$ cat src/rtl/sprite_pkg.sv
// Shared types and helpers for the multi-sprite address generator.
// Optional feature macro: SPRITE_MIRROR_EN (adds a per-sprite horizontal mirror bit).
package sprite_pkg;

  // Storage width for sprite coordinates; instances use the low COORD_W bits.
  localparam int COORD_W_MAX = 16;

  // Default sprite dimensions and the address fields they imply.
  localparam int SPR_W_DEF = 64;
  localparam int SPR_H_DEF = 64;

  // Address/index width helper: never returns less than one bit.
  function automatic int clog2_min1(input int n);
    return (n <= 1) ? 1 : $clog2(n);
  endfunction

  localparam int DX_W_DEF   = clog2_min1(SPR_W_DEF);
  localparam int DY_W_DEF   = clog2_min1(SPR_H_DEF);
  localparam int ADDR_W_DEF = DX_W_DEF + DY_W_DEF;

  typedef struct packed {
    logic [COORD_W_MAX-1:0] x;
    logic [COORD_W_MAX-1:0] y;
    logic                   en;
`ifdef SPRITE_MIRROR_EN
    logic                   mirror;
`endif
  } spr_pos_t;

  localparam spr_pos_t SPR_POS_ZERO = {$bits(spr_pos_t){1'b0}};

endpackage

$ cat src/rtl/sprite_hit_test.sv
// Per-sprite box test: subtracts the sprite corner from the pixel (mod 2^COORD_W),
// checks the offsets against the sprite size and registers hit plus offset LSBs.
// With SPRITE_MIRROR_EN defined, the registered dx field is already mirrored.
module sprite_hit_test
  import sprite_pkg::*;
#(
  parameter  int COORD_W = 10,
  parameter  int SPR_W   = 64,
  parameter  int SPR_H   = 64,
  localparam int DX_W    = clog2_min1(SPR_W),
  localparam int DY_W    = clog2_min1(SPR_H)
) (
  input  logic               clk,
  input  logic               rst_n,
  input  logic [COORD_W-1:0] pixelx,
  input  logic [COORD_W-1:0] pixely,
  input  logic [COORD_W-1:0] pos_x,
  input  logic [COORD_W-1:0] pos_y,
  input  logic               en,
`ifdef SPRITE_MIRROR_EN
  input  logic               mirror,
`endif
  output logic               hit_r,
  output logic [DX_W-1:0]    dx_r,
  output logic [DY_W-1:0]    dy_r
);

  logic [COORD_W-1:0] dx_s;
  logic [COORD_W-1:0] dy_s;
  logic               in_range_s;
  logic [DX_W-1:0]    dx_field_s;

  // Modular offsets; a pixel left of/above the corner wraps to a large value and misses.
  always_comb begin
    dx_s       = pixelx - pos_x;
    dy_s       = pixely - pos_y;
    in_range_s = en && (int'(dx_s) < SPR_W) && (int'(dy_s) < SPR_H);
`ifdef SPRITE_MIRROR_EN
    // SPR_W is a power of two, so (SPR_W-1)-dx is the bitwise complement of dx.
    if (mirror) begin
      dx_field_s = ~dx_s[DX_W-1:0];
    end else begin
      dx_field_s = dx_s[DX_W-1:0];
    end
`else
    dx_field_s = dx_s[DX_W-1:0];
`endif
  end

  // Stage-1 register for this sprite's hit flag and offsets.
  always_ff @(posedge clk or negedge rst_n) begin
    if (!rst_n) begin
      hit_r <= 1'b0;
      dx_r  <= {DX_W{1'b0}};
      dy_r  <= {DY_W{1'b0}};
    end else begin
      hit_r <= in_range_s;
      dx_r  <= dx_field_s;
      dy_r  <= dy_s[DY_W-1:0];
    end
  end

endmodule

$ cat src/rtl/sprite_addr_gen.sv
// Multi-sprite ROM address generator: shadow/active position banks committed at
// frame_start, per-sprite hit test (stage 1), fixed-priority select (stage 2).
// Optional feature macro: SPRITE_MIRROR_EN (input pos_mirror, mirrored dx field).
module sprite_addr_gen
  import sprite_pkg::*;
#(
  parameter  int COORD_W = 10,
  parameter  int SPR_W   = SPR_W_DEF,
  parameter  int SPR_H   = SPR_H_DEF,
  parameter  int NUM_SPR = 4,
  localparam int IDX_W   = clog2_min1(NUM_SPR),
  localparam int DX_W    = clog2_min1(SPR_W),
  localparam int DY_W    = clog2_min1(SPR_H),
  localparam int ADDR_W  = DX_W + DY_W
) (
  input  logic               clk,
  input  logic               rst_n,
  input  logic               frame_start,
  input  logic               pos_we,
  input  logic [IDX_W-1:0]   pos_idx,
  input  logic [COORD_W-1:0] pos_x,
  input  logic [COORD_W-1:0] pos_y,
  input  logic               pos_en,
`ifdef SPRITE_MIRROR_EN
  input  logic               pos_mirror,
`endif
  input  logic               pix_valid,
  input  logic [COORD_W-1:0] pixelx,
  input  logic [COORD_W-1:0] pixely,
  output logic               out_valid,
  output logic               hit,
  output logic [IDX_W-1:0]   spr_id,
  output logic [ADDR_W-1:0]  address
);

  spr_pos_t          shadow_r     [NUM_SPR];
  spr_pos_t          active_r     [NUM_SPR];
  spr_pos_t          shadow_nxt_s [NUM_SPR];
  spr_pos_t          wr_pos_s;

  logic [NUM_SPR-1:0] in_s;
  logic [DX_W-1:0]    dx_s [NUM_SPR];
  logic [DY_W-1:0]    dy_s [NUM_SPR];
  logic               v1_r;

  logic               hit_s;
  logic [IDX_W-1:0]   win_s;
  logic [ADDR_W-1:0]  addr_s;

  logic               out_valid_r;
  logic               hit_r;
  logic [IDX_W-1:0]   spr_id_r;
  logic [ADDR_W-1:0]  address_r;

  // Shadow bank after this cycle's write, so a same-cycle commit sees the new value.
  always_comb begin
    wr_pos_s        = SPR_POS_ZERO;
    wr_pos_s.x      = COORD_W_MAX'(pos_x);
    wr_pos_s.y      = COORD_W_MAX'(pos_y);
    wr_pos_s.en     = pos_en;
`ifdef SPRITE_MIRROR_EN
    wr_pos_s.mirror = pos_mirror;
`endif
    shadow_nxt_s = shadow_r;
    if (pos_we && (int'(pos_idx) < NUM_SPR)) begin
      shadow_nxt_s[pos_idx] = wr_pos_s;
    end else begin
      shadow_nxt_s = shadow_r;
    end
  end

  // Shadow bank tracks writes; active bank is refreshed only at a frame boundary.
  always_ff @(posedge clk or negedge rst_n) begin
    if (!rst_n) begin
      for (int i = 0; i < NUM_SPR; i++) begin
        shadow_r[i] <= SPR_POS_ZERO;
        active_r[i] <= SPR_POS_ZERO;
      end
    end else begin
      shadow_r <= shadow_nxt_s;
      if (frame_start) begin
        active_r <= shadow_nxt_s;
      end
    end
  end

  for (genvar g = 0; g < NUM_SPR; g++) begin : g_spr
    sprite_hit_test #(
      .COORD_W (COORD_W),
      .SPR_W   (SPR_W),
      .SPR_H   (SPR_H)
    ) u_hit (
      .clk    (clk),
      .rst_n  (rst_n),
      .pixelx (pixelx),
      .pixely (pixely),
      .pos_x  (active_r[g].x[COORD_W-1:0]),
      .pos_y  (active_r[g].y[COORD_W-1:0]),
      .en     (active_r[g].en),
`ifdef SPRITE_MIRROR_EN
      .mirror (active_r[g].mirror),
`endif
      .hit_r  (in_s[g]),
      .dx_r   (dx_s[g]),
      .dy_r   (dy_s[g])
    );
  end

  // Stage-1 valid travels alongside the per-sprite registers.
  always_ff @(posedge clk or negedge rst_n) begin
    if (!rst_n) begin
      v1_r <= 1'b0;
    end else begin
      v1_r <= pix_valid;
    end
  end

  // Fixed-priority select: scanning downward lets the lowest hitting index win.
  always_comb begin
    hit_s  = |in_s;
    win_s  = {IDX_W{1'b0}};
    addr_s = {ADDR_W{1'b0}};
    for (int i = NUM_SPR - 1; i >= 0; i--) begin
      win_s  = in_s[i] ? IDX_W'(i) : win_s;
      addr_s = in_s[i] ? {dy_s[i], dx_s[i]} : addr_s;
    end
  end

  // Stage-2 output register; bubbles and misses present all-zero results.
  always_ff @(posedge clk or negedge rst_n) begin
    if (!rst_n) begin
      out_valid_r <= 1'b0;
      hit_r       <= 1'b0;
      spr_id_r    <= {IDX_W{1'b0}};
      address_r   <= {ADDR_W{1'b0}};
    end else begin
      out_valid_r <= v1_r;
      hit_r       <= v1_r & hit_s;
      spr_id_r    <= (v1_r & hit_s) ? win_s  : {IDX_W{1'b0}};
      address_r   <= (v1_r & hit_s) ? addr_s : {ADDR_W{1'b0}};
    end
  end

  assign out_valid = out_valid_r;
  assign hit       = hit_r;
  assign spr_id    = spr_id_r;
  assign address   = address_r;

endmodule

$ cat config.mk
export PLATFORM = sky130hd
export DESIGN_NAME = sprite_addr_gen
export DESIGN_NICKNAME = d
export VERILOG_FILES = /design/src/rtl/sprite_pkg.sv /design/src/rtl/sprite_hit_test.sv /design/src/rtl/sprite_addr_gen.sv
export SDC_FILE = /design/constraint.sdc
export NUM_CORES = 1
export LEC_CHECK = 0
export BUFFER_PORTS_ARGS = -buffer_cell sky130_fd_sc_hd__buf_2
export CORE_ASPECT_RATIO = 0.5
export CORE_MARGIN = 3
export CORE_UTILIZATION = 50
export CTS_BUF_LIST = sky130_fd_sc_hd__clkbuf_8 sky130_fd_sc_hd__clkbuf_16
export CTS_CLUSTER_DIAMETER = 40
export DETAILED_ROUTE_END_ITERATION = 10
export HOLD_SLACK_MARGIN = 0.05
export PLACE_DENSITY = 0.68
export SETUP_SLACK_MARGIN = 0.02
export SLEW_MARGIN = 20
export SYNTH_ARGS = -nofsm -noshare
export SYNTH_HDL_FRONTEND = slang
export SYNTH_HIERARCHICAL = 1
export SYNTH_SLANG_ARGS = --single-unit
$ cat constraint.sdc
create_clock -name clk -period 3 [get_ports clk]
set_clock_uncertainty 0.05 [all_clocks]
set_input_delay 0.15 -clock clk [delete_from_list [all_inputs] [get_ports clk]]
set_output_delay 0.15 -clock clk [all_outputs]
set_load 0.01 [all_outputs]
==> Word level (Yosys, flattened, before mapping) <==
Cells that the tools add are included.
{ "op_classes": {"magnitude_cmp": 10, "reduce_logical": 10, "addsub": 8, "n_bitwise": 2, "mux": 14} }
{ "ops": {"columns": ["cell", "count"], "rows": [
  ["$bwmux W132", 1],
  ["$mux W132", 1],
  ["$lt A10 B7 Y1 const B", 8],
  ["$sub A10 B10 Y10", 8],
  ["$demux W33 S2", 1],
  ["$mux W12", 5],
  ["$mux W33", 1],
  ["$mux W2", 5],
  ["$logic_and A1 B1 Y1", 9],
  ["$reduce_or A4 Y1", 1],
  ["$ge A3 B3 Y1 const B", 1],
  ["$lt A3 B1 Y1 const B", 1],
  ["$not A2 Y3", 1],
  ["$and A1 B1 Y1", 1]
]} }
{ "totals": {"reg_bits": 285, "output_inout_bits": 16, "in_bits": 48, "word_cells": 85} }

==> Logic depth before layout (Yosys ltp) <==
Gate-level depths: netlist of run 1.
{ "logic_depth": {"ltp_word": 7, "ltp_mapped": 10, "depth_no_buf": 10} }

==> Cells and area by module <==
Netlist of run 1, hierarchy kept.
{ "by_module_without_submodules": {"columns": ["mod", "n_inst", "cells_per_inst", "seq_area_each_um2", "area_per_inst_um2"], "rows": [
  ["sprite_addr_gen", 1, 702, 4629.4, 7011.7],
  ["sprite_hit_test at g_spr[0].u_hit ...", 2, 153, 325.3, 1346.3],
  ["sprite_hit_test at g_spr[2].u_hit ...", 2, 150, 325.3, 1333.8]
]} }

==> Worst setup path before layout of run 1 <==
OpenSTA, ideal clock, no wires.
{ "synth_timing": {"path_kind": "reg2reg", "start": "register active_r[116] (netlist bit)", "end": "register g_spr[0].u_hit.hit_r", "path_buffers": 0, "setup_ns": 0.080, "path_slack_ns": 0.703, "path_stages_with_launch": 10, "synth_period_minus_slack_ns": 2.297, "t_arrival_ns": 2.167, "required_time_ns": 2.870, "path_cell_list": "dfrtp_1 > ha_1 > inv_1 > fa_1 > a21o_1 > a211o_2 > a41oi_1 > nor2_1 > a2111o_1 > nor3_2"} }
{ "synth_via": {"elab_chain_len": 4} }
{ "synth_rtl": {"columns": ["element", "line", "source"], "rows": [
  ["start: declaration", "sprite_addr_gen.sv:37", "spr_pos_t active_r [NUM_SPR];"],
  ["start signal: assignment", "sprite_addr_gen.sv:82", "active_r <= shadow_nxt_s;"],
  ["$sub A10 B10 Y10", "sprite_hit_test.sv:35", "dx_s = pixelx - pos_x;"],
  ["$lt A10 B7 Y1", "sprite_hit_test.sv:37", "in_range_s = en && (int'(dx_s) < SPR_W) && (int'(dy_s) < SPR_H);"],
  ["$logic_and A1 B1 Y1 (2 in series)", "sprite_hit_test.sv:37", null],
  ["net g_spr[0].u_hit.in_range_s", "sprite_hit_test.sv:30", "logic in_range_s;"],
  ["end signal: assignment", "sprite_hit_test.sv:57", "hit_r <= in_range_s;"],
  ["end: declaration", "sprite_hit_test.sv:23", "output logic hit_r,"]
]} }
The timed path passes the listed nets, and every way through them passes these cells.
A chain may end at the register's enable or synchronous reset.

==> Worst setup path after layout of run 1 <==
{ "layout_timing": {"start": "input port pixely[0]", "end": "register g_spr[1].u_hit.hit_r"} }
{ "layout_via": {"elab_chain_len": 3} }
{ "layout_rtl": {"columns": ["element", "line", "source"], "rows": [
  ["start: declaration", "sprite_addr_gen.sv:29", "input logic [COORD_W-1:0] pixely,"],
  ["$sub A10 B10 Y10", "sprite_hit_test.sv:36", "dy_s = pixely - pos_y;"],
  ["$lt A10 B7 Y1", "sprite_hit_test.sv:37", null],
  ["$logic_and A1 B1 Y1", "sprite_hit_test.sv:37", null],
  ["net g_spr[1].u_hit.in_range_s", "sprite_hit_test.sv:30", null],
  ["end signal: assignment", "sprite_hit_test.sv:57", null],
  ["end: declaration", "sprite_hit_test.sv:23", null]
]} }
The timed path passes the listed nets, and every way through them passes these cells.

==> results of run 1 <==
-- layout make-up --
class / count / area share [%]
multi-input cells: 928 / 41.09
repair buffers: 104 / 5.258
clock buffers: 32 / 5.231
flip-flops and latches: 237 / 41.67
clock inverters: 16 / 1.169
inverters: 102 / 2.690
well taps: 328 / 2.884
-- path summary, 6_finish.rpt --
kind	start	end	slack, ns
worst max-delay path	pixely[0]	g_spr[1].u_hit/hit_r$_DFF_PN0_	0.39
worst min-delay path	pixely[9]	g_spr[2].u_hit/hit_r$_DFF_PN0_	0.1
worst max register to register	active_r[67]$_DFFE_PN0P_	g_spr[1].u_hit/hit_r$_DFF_PN0_	0.40
worst min register to register	v1_r$_DFF_PN0_	out_valid$_DFF_PN0_	0.40
max in group asynchronous	rst_n	spr_id[1]$_DFF_PN0_	1.83
min in group asynchronous	rst_n	shadow_r[40]$_DFF_PN0_	0.18
-- through the flow --
stage          hold WS [ns]  util [%]  cell area [um^2]  setup WS (ns)
4_1_cts             0.08032     60.38             14230         0.4104
5_1_grt             0.09772     60.38             14230         0.2730
2_1_floorplan       -0.1956         -             12370         0.7028
6_report            0.09741     60.38             14230         0.3869
3_5_place_dp         0.1841     55.24             13020         0.4329
3_3_place_gp         0.1825     55.24             13020         0.5474
-- registers in the layout, summed over array words and instances, names as in the netlist --
name               count
active_r              84
shadow_r              84
g_spr.u_hit/dx_r      24
g_spr.u_hit/dy_r      24
address               12
g_spr.u_hit/hit_r      4
spr_id                 2
hit                    1
out_valid              1
v1_r                   1
-- worst max-delay path, cell delays in order --
cell and delay (ns):
dlygate4sd3_1 0.55, buf_2 0.16, inv_1 0.06, ha_1 0.17
inv_1 0.06, fa_1 0.42, a211oi_1 0.42, nor3_1 0.14
mux2i_1 0.16, nand4_1 0.10, a2111o_1 0.42, nor3_2 0.20
-- placed cells by master (no fill, tap or decap), types with 18 or more instances in the layout --
cell,synthesis,routed
ha_1,72,72
dfrtp_1,237,237
inv_1,102,105
dlygate4sd3_1,0,30
clkbuf_16,0,27
xnor2_1,18,18
nand2_1,267,267
xor2_1,20,20
buf_2,18,61
a31oi_1,90,90
a21oi_1,36,36
nor2_1,137,137
o21ai_0,33,33
nor3_1,19,19
-- metal layers --
| layer | part of all wire, % | track usage (%) |
|---|---|---|
| met1 | 49 | 41.50 |
| met2 | 38 | 34.01 |
| met3 | 12 | 8.680 |
| met4 | 1.0 | 4.576 |
| met5 | 0 | 0 |
-- cell families after synthesis --
family                     count (synthesis)  synth area share, %
adders and majority gates                 80                8.576
AOI/OAI and AO/OA                        281                16.30
xor gates and xnor gates                  40                2.953
buffers and inverters                    143                4.794
and+or+nand+nor                          515                18.39
muxes                                     12                1.052
DFF                                      237                47.94
-- where the power goes --
group          internal, mW  switching (mW)  total (mW)
clock                  1.96            1.39        3.35
combinational         0.967            1.55        2.52
sequential             3.76           0.229        3.99
-- what timing repair did --
action                                 in CTS  in global routing
hold buffers                               30                  0
endpoints found under the hold margin     279                  0
gates resized for setup                     0                  0
==> reports/summary.txt, run 1 <==
Status -> finished, final reports clean
CTS Buf Count -> 26
Hpwl dp -> 24780 um
Count leader, synth -> nand2_1
Final period utilization -> 87.10%
TritonCTS clock tree -> done
Nets -> 1527
N_diodes -> 0
Seq/Total Area, Yosys -> 47.94%
Worst path arrival time -> 3.03 ns
Global route overflow -> 0
Final setup fails -> 0
CP Data Required Time -> 3.41 ns
Post-Synthesis Cells -> 1308
VDD IR max -> 298.4 uV
Max cap viols -> 0
Gr usage total -> 26.08%
P_leak -> 6.849 nW
DR WL/cell -> 19.69 um
Critical path fanouts, max -> 4
First-pass GRT wire length -> 53430 um
Antenna violations before repair -> 0
Via count -> 10070
Post-Place Cells -> 1669
Warnings from Yosys -> 6
Row Count -> 39
Final slew viol count -> 0
RSZ-0062 raised after global routing -> false
DIE AREA -> 26780 um^2
DRC -> 0
Drt first pass iters -> 5
1st-iter DRT viols -> 1044
Hold Path Stages -> 4
Worst Tran Pin Value -> 0.7341 ns
Peak Freq -> 382.7 MHz
CTS H-tree lvls -> 1
Worst skew pair latency -> 0.54 ns
RePlAce Congestion -> 0.9317
Worst setup SP type -> input port
Largest net degree at the start of global routing -> 105
Final Total Pwr -> 9.855 mW
Setup CP Type -> in -> reg
Number of global-route vias before repair -> 9436
Detail Route Antenna Nets -> 0
Post-synth EDFFs -> 0
Die H -> 117.2 um
Non-filler cells, final -> 1747
Initial Util -> 52.49%
Register area -> 5931 um^2
Crit. End Element -> flip-flop
Fill cell count -> 1987
CTS Root Buffer Type -> clkbuf_16
Yosys reg bits -> 237
Period minus WS final -> 2.613 ns
Netlist cell types -> 73
Vias per cell -> 5.762
Clock transition at path regs -> 0.07 ns
Largest buffer count on any clock path -> 3
Syn Nets -> 1436
Pwr per Cell Area -> 692.5 nW/um^2
Reg2reg path depth -> 9
Area leader, netlist -> dfrtp_1
Top cells by count, synth -> 267 x nand2_1, 237 x dfrtp_1, 137 x nor2_1
Die width -> 228.5 um
Synth async-reset ratio -> 100.0%
Synth top area share -> 47.94%
Synthesized area -> 12370 um^2
Fraction of layout cells with a size suffix above 1 -> 11.98%
I/O pins -> 64
Layout area overhead -> 15.03%
Relative slew slack -> 51.06%
Final Hold Vio Count -> 0
Min-delay worst type -> in -> reg
Primary FF master, synth -> dfrtp_1
Postcts setup bufs -> 0
Sink Count -> 237
Setup_tns -> 0 ns
Final wirelength -> 34400 um
Core area -> 23570 um^2
I/O Buffers -> 63
Area of the multi-input gates -> 5848 um^2
Avg Cell Area, Syn -> 9.459 um^2
Largest cells by area after synthesis -> dfrtp_1 48%, nand2_1 8.1%, ha_1 7.3%
Note: power is estimated with default switching activity, not from simulation.
==> run 2: changes to the inputs <==
--- a/config.mk
+++ b/config.mk
@@ -13,7 +13,7 @@
 export CTS_CLUSTER_DIAMETER = 40
 export DETAILED_ROUTE_END_ITERATION = 10
 export HOLD_SLACK_MARGIN = 0.05
-export PLACE_DENSITY = 0.68
+export PLACE_DENSITY = 0.67
 export SETUP_SLACK_MARGIN = 0.02
 export SLEW_MARGIN = 20
 export SYNTH_ARGS = -nofsm -noshare
==> constraint.sdc (replaced) <==
create_clock -name clk -period 3.3 [get_ports clk]
set_clock_uncertainty 0.05 [all_clocks]
set_input_delay 0.165 -clock clk [delete_from_list [all_inputs] [get_ports clk]]
set_output_delay 0.165 -clock clk [all_outputs]
set_load 0.01 [all_outputs]
==> reports/summary.txt, run 2 (synthesized netlist as in run 1, its figures left out) <==
Status -> finished, final reports clean
DP Area -> 13020 um^2
CP most frequent cell -> inv_1
Clock transition at path regs -> 0.06 ns
Via count -> 10140
Final wirelength -> 34640 um
Fraction of layout cells with a size suffix above 1 -> 11.97%
Final slew viol count -> 0
Worst Setup SP -> pixely[0]
Top flop regs -> active_r x84, shadow_r x84
Period minus WS final -> 2.541 ns
Worst Tran Pin Value -> 0.8662 ns
Setup CP Type -> in -> reg
Cells along the critical path -> dlygate4sd3_1 -> buf_2 -> inv_1 -> ha_1 -> inv_1 -> fa_1 -> a211oi_1 -> nor3_1 -> mux2i_1 -> nand4_1 -> a2111o_1 -> nor3_2
Layout area overhead -> 13.95%
TritonCTS clock tree -> done
Worst R2R Start -> active_r[67]$_DFFE_PN0P_
Fill cell count -> 2026
Design area -> 14100 um^2
Most common cell after layout, fill and taps aside -> nand2_1
DIE AREA -> 26780 um^2
Non-filler cells, final -> 1740
Post-cts resize count -> 0
Gr usage total -> 26.02%
Initial Util -> 52.49%
VDD IR max -> 266.5 uV
Row Count -> 39
I/O Buffers -> 63
Worst hold slack -> 0.09417 ns
Antenna violations before repair -> 3
Vias per cell -> 5.829
Core area -> 23570 um^2
First-pass GRT wire length -> 53500 um
Worst path arrival time -> 2.95 ns
Final setup fails -> 0
N_diodes -> 0
Post-Place Cells -> 1671
1st-iter DRT viols -> 1074
CP Data Required Time -> 3.71 ns
Largest buffer count on any clock path -> 3
DRC -> 0
Critical path fanouts, max -> 4
Sink Count -> 237
Setup_tns -> 0 ns
Final period utilization -> 77.01%
Number of global-route vias before repair -> 9405
Util after Layout -> 59.81%
RSZ-0062 raised after global routing -> false
Detail Route Antenna Nets -> 0
CP peak stage delay -> 0.53 ns
I/O pins -> 64
DR WL/cell -> 19.91 um
Worst path slowest cell -> dlygate4sd3_1
Die width -> 228.5 um
Max cap viols -> 0
Pwr per Cell Area -> 619.9 nW/um^2
CTS H-tree lvls -> 1
Peak Freq -> 393.5 MHz
Global route overflow -> 0
Postcts setup bufs -> 0
Most frequent cells in the layout -> 267 x nand2_1, 237 x dfrtp_1, 137 x nor2_1, 103 x inv_1, 90 x a31oi_1
Largest net degree at the start of global routing -> 110
Int Power -> 5.880 mW
Crit. End Element -> flip-flop
Min-delay worst type -> in -> reg
Clock Power Share -> 32.2%
Sw frac -> 32.71%
Die H -> 117.2 um
Relative slew slack -> 42.26%
Nets -> 1524
P_sw -> 2.859 mW
Hold bufs inserted after CTS -> 26
CTS Buf Count -> 25
Sequential share of power -> 41.5%
Worst skew pair latency -> 0.55 ns
RePlAce Congestion -> 0.9325
P_leak -> 6.786 nW
Final Hold Vio Count -> 0
Hpwl dp -> 25220 um
Hold_sp -> pixelx[1]
CTS Root Buffer Type -> clkbuf_16
Drt first pass iters -> 7
Logic gate share of total power -> 26.3%
Worst setup SP type -> input port
run 2: cell types whose count changed in the layout (fill, tap and decap cells not counted):
cell and delta:
buf_12 -1, buf_4 +3, clkbuf_16 -2, clkbuf_8 -4, clkinv_2 +4, dlygate4sd3_1 -4, inv_1 -2, inv_12 +1
inv_6 -1, inv_8 -1
run 2: path summary, 6_finish.rpt:
kind | to | slack, ns | cells past startpoint
max in group asynchronous | g_spr[1].u_hit/dx_r[3]$_DFF_PN0_ | 2.04 | 3
max | g_spr[1].u_hit/hit_r$_DFF_PN0_ | 0.76 | 12
min reg2reg | out_valid$_DFF_PN0_ | 0.41 | 0
min | g_spr[3].u_hit/dx_r[1]$_DFF_PN0_ | 0.09 | 2
max reg2reg | g_spr[1].u_hit/hit_r$_DFF_PN0_ | 0.79 | 9
min in group asynchronous | shadow_r[39]$_DFF_PN0_ | 0.19 | 2
run 2: final cells by class:
class,instances,area [um^2],share of cell area [%]
Tap cell,328,410.4,2.911
Multi-Input combinational cell,928,5848,41.48
Timing Repair Buffer,102,710.7,5.041
Clock buffer,26,639.4,4.535
Sequential cell,237,5931,42.07
Clock inverter,17,175.2,1.243
Inverter,102,382.9,2.716
run 2: routing by layer:
layer  vias to the layer above  global-route usage [%]  wire length [um]
met4                         0                   3.778               433
met2                       415                   34.63             13040
met3                        44                   7.205              3711
li1                       4716                       -                 -
met1                      4968                   42.06             17450
met5                         -                       0                 0
run 2: power by group through the flow:
stage	Clock [mW]	Sequential [mW]	Combinational [mW]
finish	2.82	3.62	2.30
global route	3.01	3.67	2.52
CTS	2.86	3.62	2.24
detailed placement	0	3.67	2.20
global placement	0	3.65	2.15
floorplan	0	3.60	1.56
run 2: metrics by stage:
step | setup WS, ns | power (mW)
global placement | 0.8286 | 5.802
CTS | 0.7849 | 8.728
floorplan | 1.003 | 5.159
finish | 0.7588 | 8.739
detailed placement | 0.7918 | 5.873
global route | 0.5852 | 9.199
run 2: critical path: cells and delay by family:
family                     cells  cell delay [ns]
and+or+nand+nor                3             0.40
muxes                          1             0.17
AOI/OAI and AO/OA              2             0.83
adders and majority gates      2             0.58
buffers and inverters          4             0.80
